## config.mk

```make
export PLATFORM = sky130hd
export DESIGN_NAME = seq_multiplier_4_bit_flat
export DESIGN_NICKNAME = d
export VERILOG_FILES = /design/src/rtl/seq_multiplier_4_bit_if.sv /design/src/rtl/seq_multiplier_4_bit.sv /design/src/flat_wrapper.sv
export SDC_FILE = /design/constraint.sdc
export NUM_CORES = 1
export LEC_CHECK = 0
export CORE_MARGIN = 5
export CORE_UTILIZATION = 50
export DETAILED_ROUTE_END_ITERATION = 10
export PLACE_DENSITY = 0.77
export REMOVE_ABC_BUFFERS = 1
export SYNTH_ARGS = -nofsm -noshare
export SYNTH_HDL_FRONTEND = slang
export SYNTH_SLANG_ARGS = --single-unit
```

## constraint.sdc

```tcl
create_clock -name clk -period 2.8 [get_ports clk]
set_input_delay 0.84 -clock clk [delete_from_list [all_inputs] [get_ports clk]]
set_output_delay 0.84 -clock clk [all_outputs]
set_load 0.03 [all_outputs]
```

## src/rtl/seq_multiplier_4_bit_if.sv

```systemverilog
// Operand/result bundle for the 4x4 sequential multiplier.
// The master drives start and the operands; the slave returns busy/done/product.
interface seq_multiplier_4_bit_if;
  localparam int unsigned OP_W   = 4;
  localparam int unsigned PROD_W = 2 * OP_W;

  logic              start;
  logic [OP_W-1:0]   a;
  logic [OP_W-1:0]   b;
  logic              busy;
  logic              done;
  logic [PROD_W-1:0] product;

  modport master (output start, output a, output b,
                  input  busy,  input  done, input product);
  modport slave  (input  start, input  a, input  b,
                  output busy,  output done, output product);
endinterface

```

## src/rtl/seq_multiplier_4_bit.sv

```systemverilog
// 4x4 unsigned shift-and-add multiplier built around one reused ripple adder.
// A result appears 5 cycles after start is accepted; one operation every 6 cycles.

module adder_4_bit (
  input  logic [3:0] a_i,
  input  logic [3:0] b_i,
  output logic [3:0] s_o,
  output logic       c_o
);
  logic carry;

  // Ripple carry chain, LSB first
  always_comb begin
    carry = 1'b0;
    s_o   = '0;
    for (int i = 0; i < 4; i++) begin
      s_o[i] = a_i[i] ^ b_i[i] ^ carry;
      carry  = (a_i[i] & b_i[i]) | (carry & (a_i[i] ^ b_i[i]));
    end
    c_o = carry;
  end
endmodule

module seq_multiplier_4_bit (
  input  logic                  clk,
  input  logic                  rst_n,
  seq_multiplier_4_bit_if.slave bus
);
  localparam int unsigned OP_W   = 4;
  localparam int unsigned PROD_W = 2 * OP_W;
  localparam int unsigned CNT_W  = 2;

  typedef enum logic [1:0] {
    ST_IDLE = 2'd0,
    ST_RUN  = 2'd1,
    ST_DONE = 2'd2
  } state_e;

  state_e              state_q, state_d;
  logic [OP_W-1:0]     m_q, m_d;
  logic [OP_W-1:0]     q_q, q_d;
  logic [OP_W-1:0]     acc_q, acc_d;
  logic [CNT_W-1:0]    cnt_q, cnt_d;
  logic [PROD_W-1:0]   product_q, product_d;
  logic                busy_q, busy_d;
  logic                done_q, done_d;

  logic [OP_W-1:0]     sum_s;
  logic                sum_c;

  adder_4_bit u_adder (
    .a_i (acc_q),
    .b_i (m_q),
    .s_o (sum_s),
    .c_o (sum_c)
  );

  always_ff @(posedge clk or negedge rst_n) begin
    if (!rst_n) begin
      state_q   <= ST_IDLE;
      m_q       <= '0;
      q_q       <= '0;
      acc_q     <= '0;
      cnt_q     <= '0;
      product_q <= '0;
      busy_q    <= 1'b0;
      done_q    <= 1'b0;
    end else begin
      state_q   <= state_d;
      m_q       <= m_d;
      q_q       <= q_d;
      acc_q     <= acc_d;
      cnt_q     <= cnt_d;
      product_q <= product_d;
      busy_q    <= busy_d;
      done_q    <= done_d;
    end
  end

  // Next-state, datapath and registered-output decode
  always_comb begin
    state_d   = state_q;
    m_d       = m_q;
    q_d       = q_q;
    acc_d     = acc_q;
    cnt_d     = cnt_q;
    product_d = product_q;

    unique case (state_q)
      ST_IDLE: begin
        if (bus.start) begin
          m_d     = bus.a;
          q_d     = bus.b;
          acc_d   = '0;
          cnt_d   = '0;
          state_d = ST_RUN;
        end
      end
      ST_RUN: begin
        // Carry of the partial-product add shifts into acc[3]
        if (q_q[0]) begin
          {acc_d, q_d} = {sum_c, sum_s, q_q[OP_W-1:1]};
        end else begin
          {acc_d, q_d} = {1'b0, acc_q, q_q[OP_W-1:1]};
        end
        cnt_d = cnt_q + CNT_W'(1);
        if (cnt_q == CNT_W'(3)) begin
          product_d = {acc_d, q_d};
          state_d   = ST_DONE;
        end
      end
      ST_DONE: begin
        state_d = ST_IDLE;
      end
      default: begin
        state_d = ST_IDLE;
      end
    endcase

    busy_d = (state_d != ST_IDLE);
    done_d = (state_d == ST_DONE);
  end

  assign bus.busy    = busy_q;
  assign bus.done    = done_q;
  assign bus.product = product_q;
endmodule

```

## src/flat_wrapper.sv

```systemverilog
// flat-port wrapper written by rule: the top's interface ports become plain ports
module seq_multiplier_4_bit_flat 
  (clk, rst_n, bus_start, bus_a, bus_b, bus_busy, bus_done, bus_product);
  seq_multiplier_4_bit_if bus_i ();
  input  logic clk;
  input  logic rst_n;
  input wire logic [$bits(bus_i.start)-1:0] bus_start;
  input wire logic [$bits(bus_i.a)-1:0] bus_a;
  input wire logic [$bits(bus_i.b)-1:0] bus_b;
  output wire logic [$bits(bus_i.busy)-1:0] bus_busy;
  output wire logic [$bits(bus_i.done)-1:0] bus_done;
  output wire logic [$bits(bus_i.product)-1:0] bus_product;
  assign bus_i.start = bus_start;
  assign bus_i.a = bus_a;
  assign bus_i.b = bus_b;
  assign bus_busy = bus_i.busy;
  assign bus_done = bus_i.done;
  assign bus_product = bus_i.product;
  seq_multiplier_4_bit u_core (.clk(clk), .rst_n(rst_n), .bus(bus_i));
endmodule
```

# --- After elaboration in Yosys (flattened, before gate mapping) ---
# Index checks and enable logic that the tools add are counted.
# Widths: inputs -> output; s select.
word_totals:
  ff_bits: 26
op_classes:
  addsub: 1
  eq_ne: 4
  n_mux: 11
  bitwise_logic: 17
  reduce_logical: 6
ops:
  columns: ["operator", "n"]
  rows:
  - ["$mux 4", 4]
  - ["$pmux 4 s2", 2]
  - ["$pmux 2 s2", 2]
  - ["$and 1x1->1", 7]
  - ["$xor 1x1->1", 7]
  - ["$mux 2", 3]
  - ["$reduce_and 2->1", 3]
  - ["$eq 2x2->1 const B", 2]
  - ["$reduce_bool 2->1", 2]
  - ["$or 1x1->1", 3]
  - ["$add 2x1->2 const B", 1]
  - ["$eq 2x1->1 const B", 1]
  - ["$logic_not 2->1", 1]
  - ["$ne 2x2->1 const B", 1]

# --- Logic depth before layout (Yosys ltp) ---
logic_depth:
  word_depth: 9
  mapped_depth: 8
  mapped_depth_nobuf: 8

# --- Cells and area by module ---
# Synthesis repeated with hierarchy kept, for this count alone.
unflattened:
  hier_cells: 100
  area_unflattened_um2: 1152.4
modules_own_cells:
  columns: ["mod", "n_inst", "cells_each", "area_each_um2", "seq_area_each_um2"]
  rows:
  - ["seq_multiplier_4_bit", 1, 86, 1042.2, 650.6]
  - ["adder_4_bit", 1, 14, 110.1, 0.0]

# --- Worst setup path before layout ---
# No wires, ideal clock.
synth_timing:
  path_type: "register to register"
  start: "register u_core.acc_q[0]"
  end: "register u_core.acc_q[2]"
  t_arrival_ns: 1.949
  setup_slack_ns: 0.718
  stages_incl_launch_ff: 9
  path_buffers: 0
  path_cell_list: "dfrtp_1 ha_1 inv_1 fa_1 fa_1 inv_1 fa_1 mux2i_1 o22ai_1"
synth_between:
  elab_chain_len: 8
synth_rtl:
  columns: ["item", "line", "rtl"]
  rows:
  - ["from (decl)", "seq_multiplier_4_bit.sv:42", "logic [OP_W-1:0] acc_q, acc_d;"]
  - ["from (signal assigned)", "seq_multiplier_4_bit.sv:63", "acc_q <= '0;"]
  - ["from (signal assigned)", "seq_multiplier_4_bit.sv:72", "acc_q <= acc_d;"]
  - ["$and 1x1->1 (2 in a row)", "seq_multiplier_4_bit.sv:18", "carry = (a_i[i] & b_i[i]) | (carry & (a_i[i] ^ b_i[i]));"]
  - ["$or 1x1->1", "seq_multiplier_4_bit.sv:18", null]
  - ["$and 1x1->1", "seq_multiplier_4_bit.sv:18", null]
  - ["$or 1x1->1", "seq_multiplier_4_bit.sv:18", null]
  - ["$xor 1x1->1", "seq_multiplier_4_bit.sv:17", "s_o[i] = a_i[i] ^ b_i[i] ^ carry;"]
  - ["$mux 4", "seq_multiplier_4_bit.sv:101", "if (q_q[0]) begin"]
  - ["$pmux 4 s2", "seq_multiplier_4_bit.sv:89", "unique case (state_q)"]
# Every way passes these cells.
# A chain may end at the register's enable or synchronous reset.

# --- Final worst setup path ---
# Same ends and word-level chain as after synthesis.

==> impl_metrics.toml <==
[place]
place.detailed.hpwl_mm = 1.645
finalWeightedCongestion = 0.8550
buffer_ports.inserted = 20
place.detailed.instances = 143

[cts]
clock_latency_ns = 0.34
cell_at_the_root_of_the_clock_tree = "sky130_fd_sc_hd__clkbuf_4"
cts_max_path_buffers = 2
clock_tree.htree_level_count = 1
number_of_buffers_inserted_to_repair_setup_after_cts = 0
tritoncts.num_buffers = 3
ctsHoldBuffers = 0
clock-sinks = 26
cts.repair.resized = 0
cts_tree = "yes"
cts.reportedPaths.clkPinSlew_ns = 0.16

[sta]
finalHoldViolCount = 0
timing.max_slew.rel_slack_pct = 78.20
fmax_mhz = 431.4
worstMarginPinSlew_ns = 0.3252
worst_clock_skew_ns = 0.01988
drv_slew = 0
fin_tns_setup_ns = 0
layout_worst_path_cycle_share_pct = 82.79
setup_violations = 0
grt_setup_unrepaired = "no"
min_period_ns = 2.318

[global_route]
global_route_usage_sum_pct = 16.23
grt_antenna_before_repair = 0
grt_pass1_vias = 909
largest_net_degree_at_the_start_of_global_routing = 27
gr-total-overflow = 0
first_pass_grt_wire_length_mm = 4.126

[synth]
yosys-top-cells-area = "sky130_fd_sc_hd__dfrtp_1 58%, sky130_fd_sc_hd__mux2_2 8.0%, sky130_fd_sc_hd__fa_1 5.3%"
synth_enable_flop_cells = 0
yosys.area.top_type_share_pct = 57.84
cell_types_with_the_highest_counts_after_synthesis = "26 x sky130_fd_sc_hd__dfrtp_1, 11 x sky130_fd_sc_hd__inv_1, 10 x sky130_fd_sc_hd__nand2_1"
syn_area_um2 = 1125
synth.ff_latch_count = 26
synth-seq-area-share_pct = 57.84
yosysTopAreaCell = "sky130_fd_sc_hd__dfrtp_1"
yosysWarnings = 0
post-synth-top-count-cell = "sky130_fd_sc_hd__dfrtp_1"
postSynth.asyncResetShare_pct = 100.0
post_synth_inst_count = 96
postSynth.topFlopCell = "sky130_fd_sc_hd__dfrtp_1"
synth_cell_types = 21
syn_avg_cell_area_um2 = 11.72

[route]
vias = 805
met2_wirelength_mm = 1.165
routed_wire_length_on_met3_um = 133
m1WireLength_um = 924
final_antenna_net_count = 0
top_signal_layer_used = "met4"
remaining_drc_errors = 0
drt_first_pass_iters = 4
drt_initial_violations = 17
drt-total-wl_mm = 2.280
post_drt_via_cell_ratio = 5.476
routed_wire_length_per_instance_um = 15.51

[critical_path]
worstSetupPathType = "flop to flop"
critPathMaxStageDelay_ns = 0.41
critPathRequiredTime_ns = 3.03
buffer_and_inverter_count_on_the_worst_path = 2
critical_path_fanout_max = 3
timing.critical_path.arrival_ns = 2.55
setup.worst_path.start_class = "flop"
cp-end-kind = "flop"
crit_family = "adder cells"
timing.critical_path.cells = "ha_1, inv_1, fa_1, fa_1, inv_1, fa_1, mux2i_1, o22ai_1"
slowest_stage = "sky130_fd_sc_hd__dfrtp_1"
crit_path_frequent_cell = "sky130_fd_sc_hd__fa_1"

[layout]
sequential_cell_area_um2 = 650.6
fin_cells = 147
drive_gt1_share_pct = 14.29
area_growth_syn_to_layout_pct = 25.70
final_nets = 136
fill_cells = 179
n_diodes = 0
layout.core_utilization_pct = 65.17
footprint_of_the_multi_input_gates_um2 = 419.2

[run]
cap_viol_max_count = 0

[floorplan]
die-width_um = 57.43
floorplan.rows = 17
die_area_um2 = 3298
number_of_ports_placed_on_the_die_boundary = 21
core-area_um2 = 2170
dieHeight_um = 57.43
initial_standard_cell_utilization_of_the_core_pct = 51.85

[pwr]
leakage_uw = 0.0006381
seqPwrFrac_pct = 38.4
comb_power_share_pct = 46.6
p_int_uw = 1068
max-vdd-ir-drop_mv = 0.7035
powerDensity_nw_per_um2 = 1259
power.switching_uw = 712.1
p_clk_share_pct = 15.0
switching_share_pct = 40.00

[hold_path]
worst_hold_path_type = "flop to flop"

[status]
run_status = "complete, no violations"
power groups by stage:
stage,clock (uW),combinational [uW],sequential (uW)
floorplan,0,433,783
global placement,0,792,678
detailed placement,0,830,691
CTS,264,834,683
global route,280,930,710
finish,267,829,684
layout make-up:
| type | instances | share of cell area, % |
|---|---|---|
| well taps | 28 | 2.478 |
| clock buffers | 3 | 1.593 |
| clock inverters | 1 | 2.124 |
| inverters | 11 | 2.920 |
| flip-flops and latches | 26 | 46.02 |
| multi-input cells | 56 | 29.65 |
| repair buffers | 22 | 15.22 |
flip-flops by register name, summed over array words and instances (netlist names):
register            flops
u_core.bus.product      8
u_core.acc_q            4
u_core.m_q              4
u_core.q_q              4
u_core.cnt_q            2
u_core.state_q          2
u_core.bus.busy         1
u_core.bus.done         1
tightest hold or removal path, delay by kind of cell, from the launching register on:
| family | cells | cell delay [ns] |
|---|---|---|
| flip-flops | 1 | 0.37 |
| AO/OA/AOI/OAI | 1 | 0.06 |
| AND/OR/NAND/NOR | 1 | 0.05 |
metrics by stage:
stage | power, uW | setup WS, ns | instance area, um2 | hold slack [ns]
after floorplan | 1216 | 0.7194 | 1111 | 0.4677
after global placement | 1469 | 0.5843 | 1361 | 0.4604
after detailed placement | 1521 | 0.5047 | 1361 | 0.4800
after CTS | 1781 | 0.4961 | 1414 | 0.5103
after global routing | 1919 | 0.3052 | 1414 | 0.5496
final | 1780 | 0.4818 | 1414 | 0.5018
placed cells by master, fill, tap and decap left out, drive strengths merged, types with 2 or more instances in the layout:
master          n
dfrtp          26
clkdlybuf4s50  20
inv            11
nand2          10
o22ai           9
o21ai           9
mux2            8
a21oi           4
fa              3
clkbuf          3
nor2            3
mux2i           2
ha              2
buf             2
nand2b          2
logic make-up (layout without fill, tap and decap cells):
logic type | after synthesis | count (layout) | share of synthesized area, %
adder cells (fa/ha/maj) | 5 | 5 | 7.564
AO/OA/AOI/OAI | 25 | 25 | 13.01
AND/OR/NAND/NOR | 16 | 16 | 6.898
buffers and inverters | 14 | 37 | 4.893
flip-flops | 26 | 26 | 57.84
multiplexers | 10 | 10 | 9.789
path summary, 6_finish.rpt:
path	start	end	slack, ns	cells after the start
min reg2reg	u_core.bus.product[5]	u_core.bus.product[5]	0.50	2
min	u_core.bus.product[5]	u_core.bus.product[5]	0.50	2
min in group asynchronous	rst_n	u_core.bus.product[2]	0.82	2
max reg2reg	u_core.acc_q[0]	u_core.acc_q[2]	0.48	8
max in group asynchronous	rst_n	u_core.m_q[3]	1.71	2
max	u_core.acc_q[0]	u_core.acc_q[2]	0.48	8
layer usage:
| metal | track usage, % | up-vias |
|---|---|---|
| met5 | 0 | - |
| met4 | 7.616 | 0 |
| met3 | 3.167 | 7 |
| met2 | 28.39 | 29 |
| met1 | 18.92 | 392 |
| li1 | - | 377 |
No activity file was read; power rests on OpenSTA's default activity.
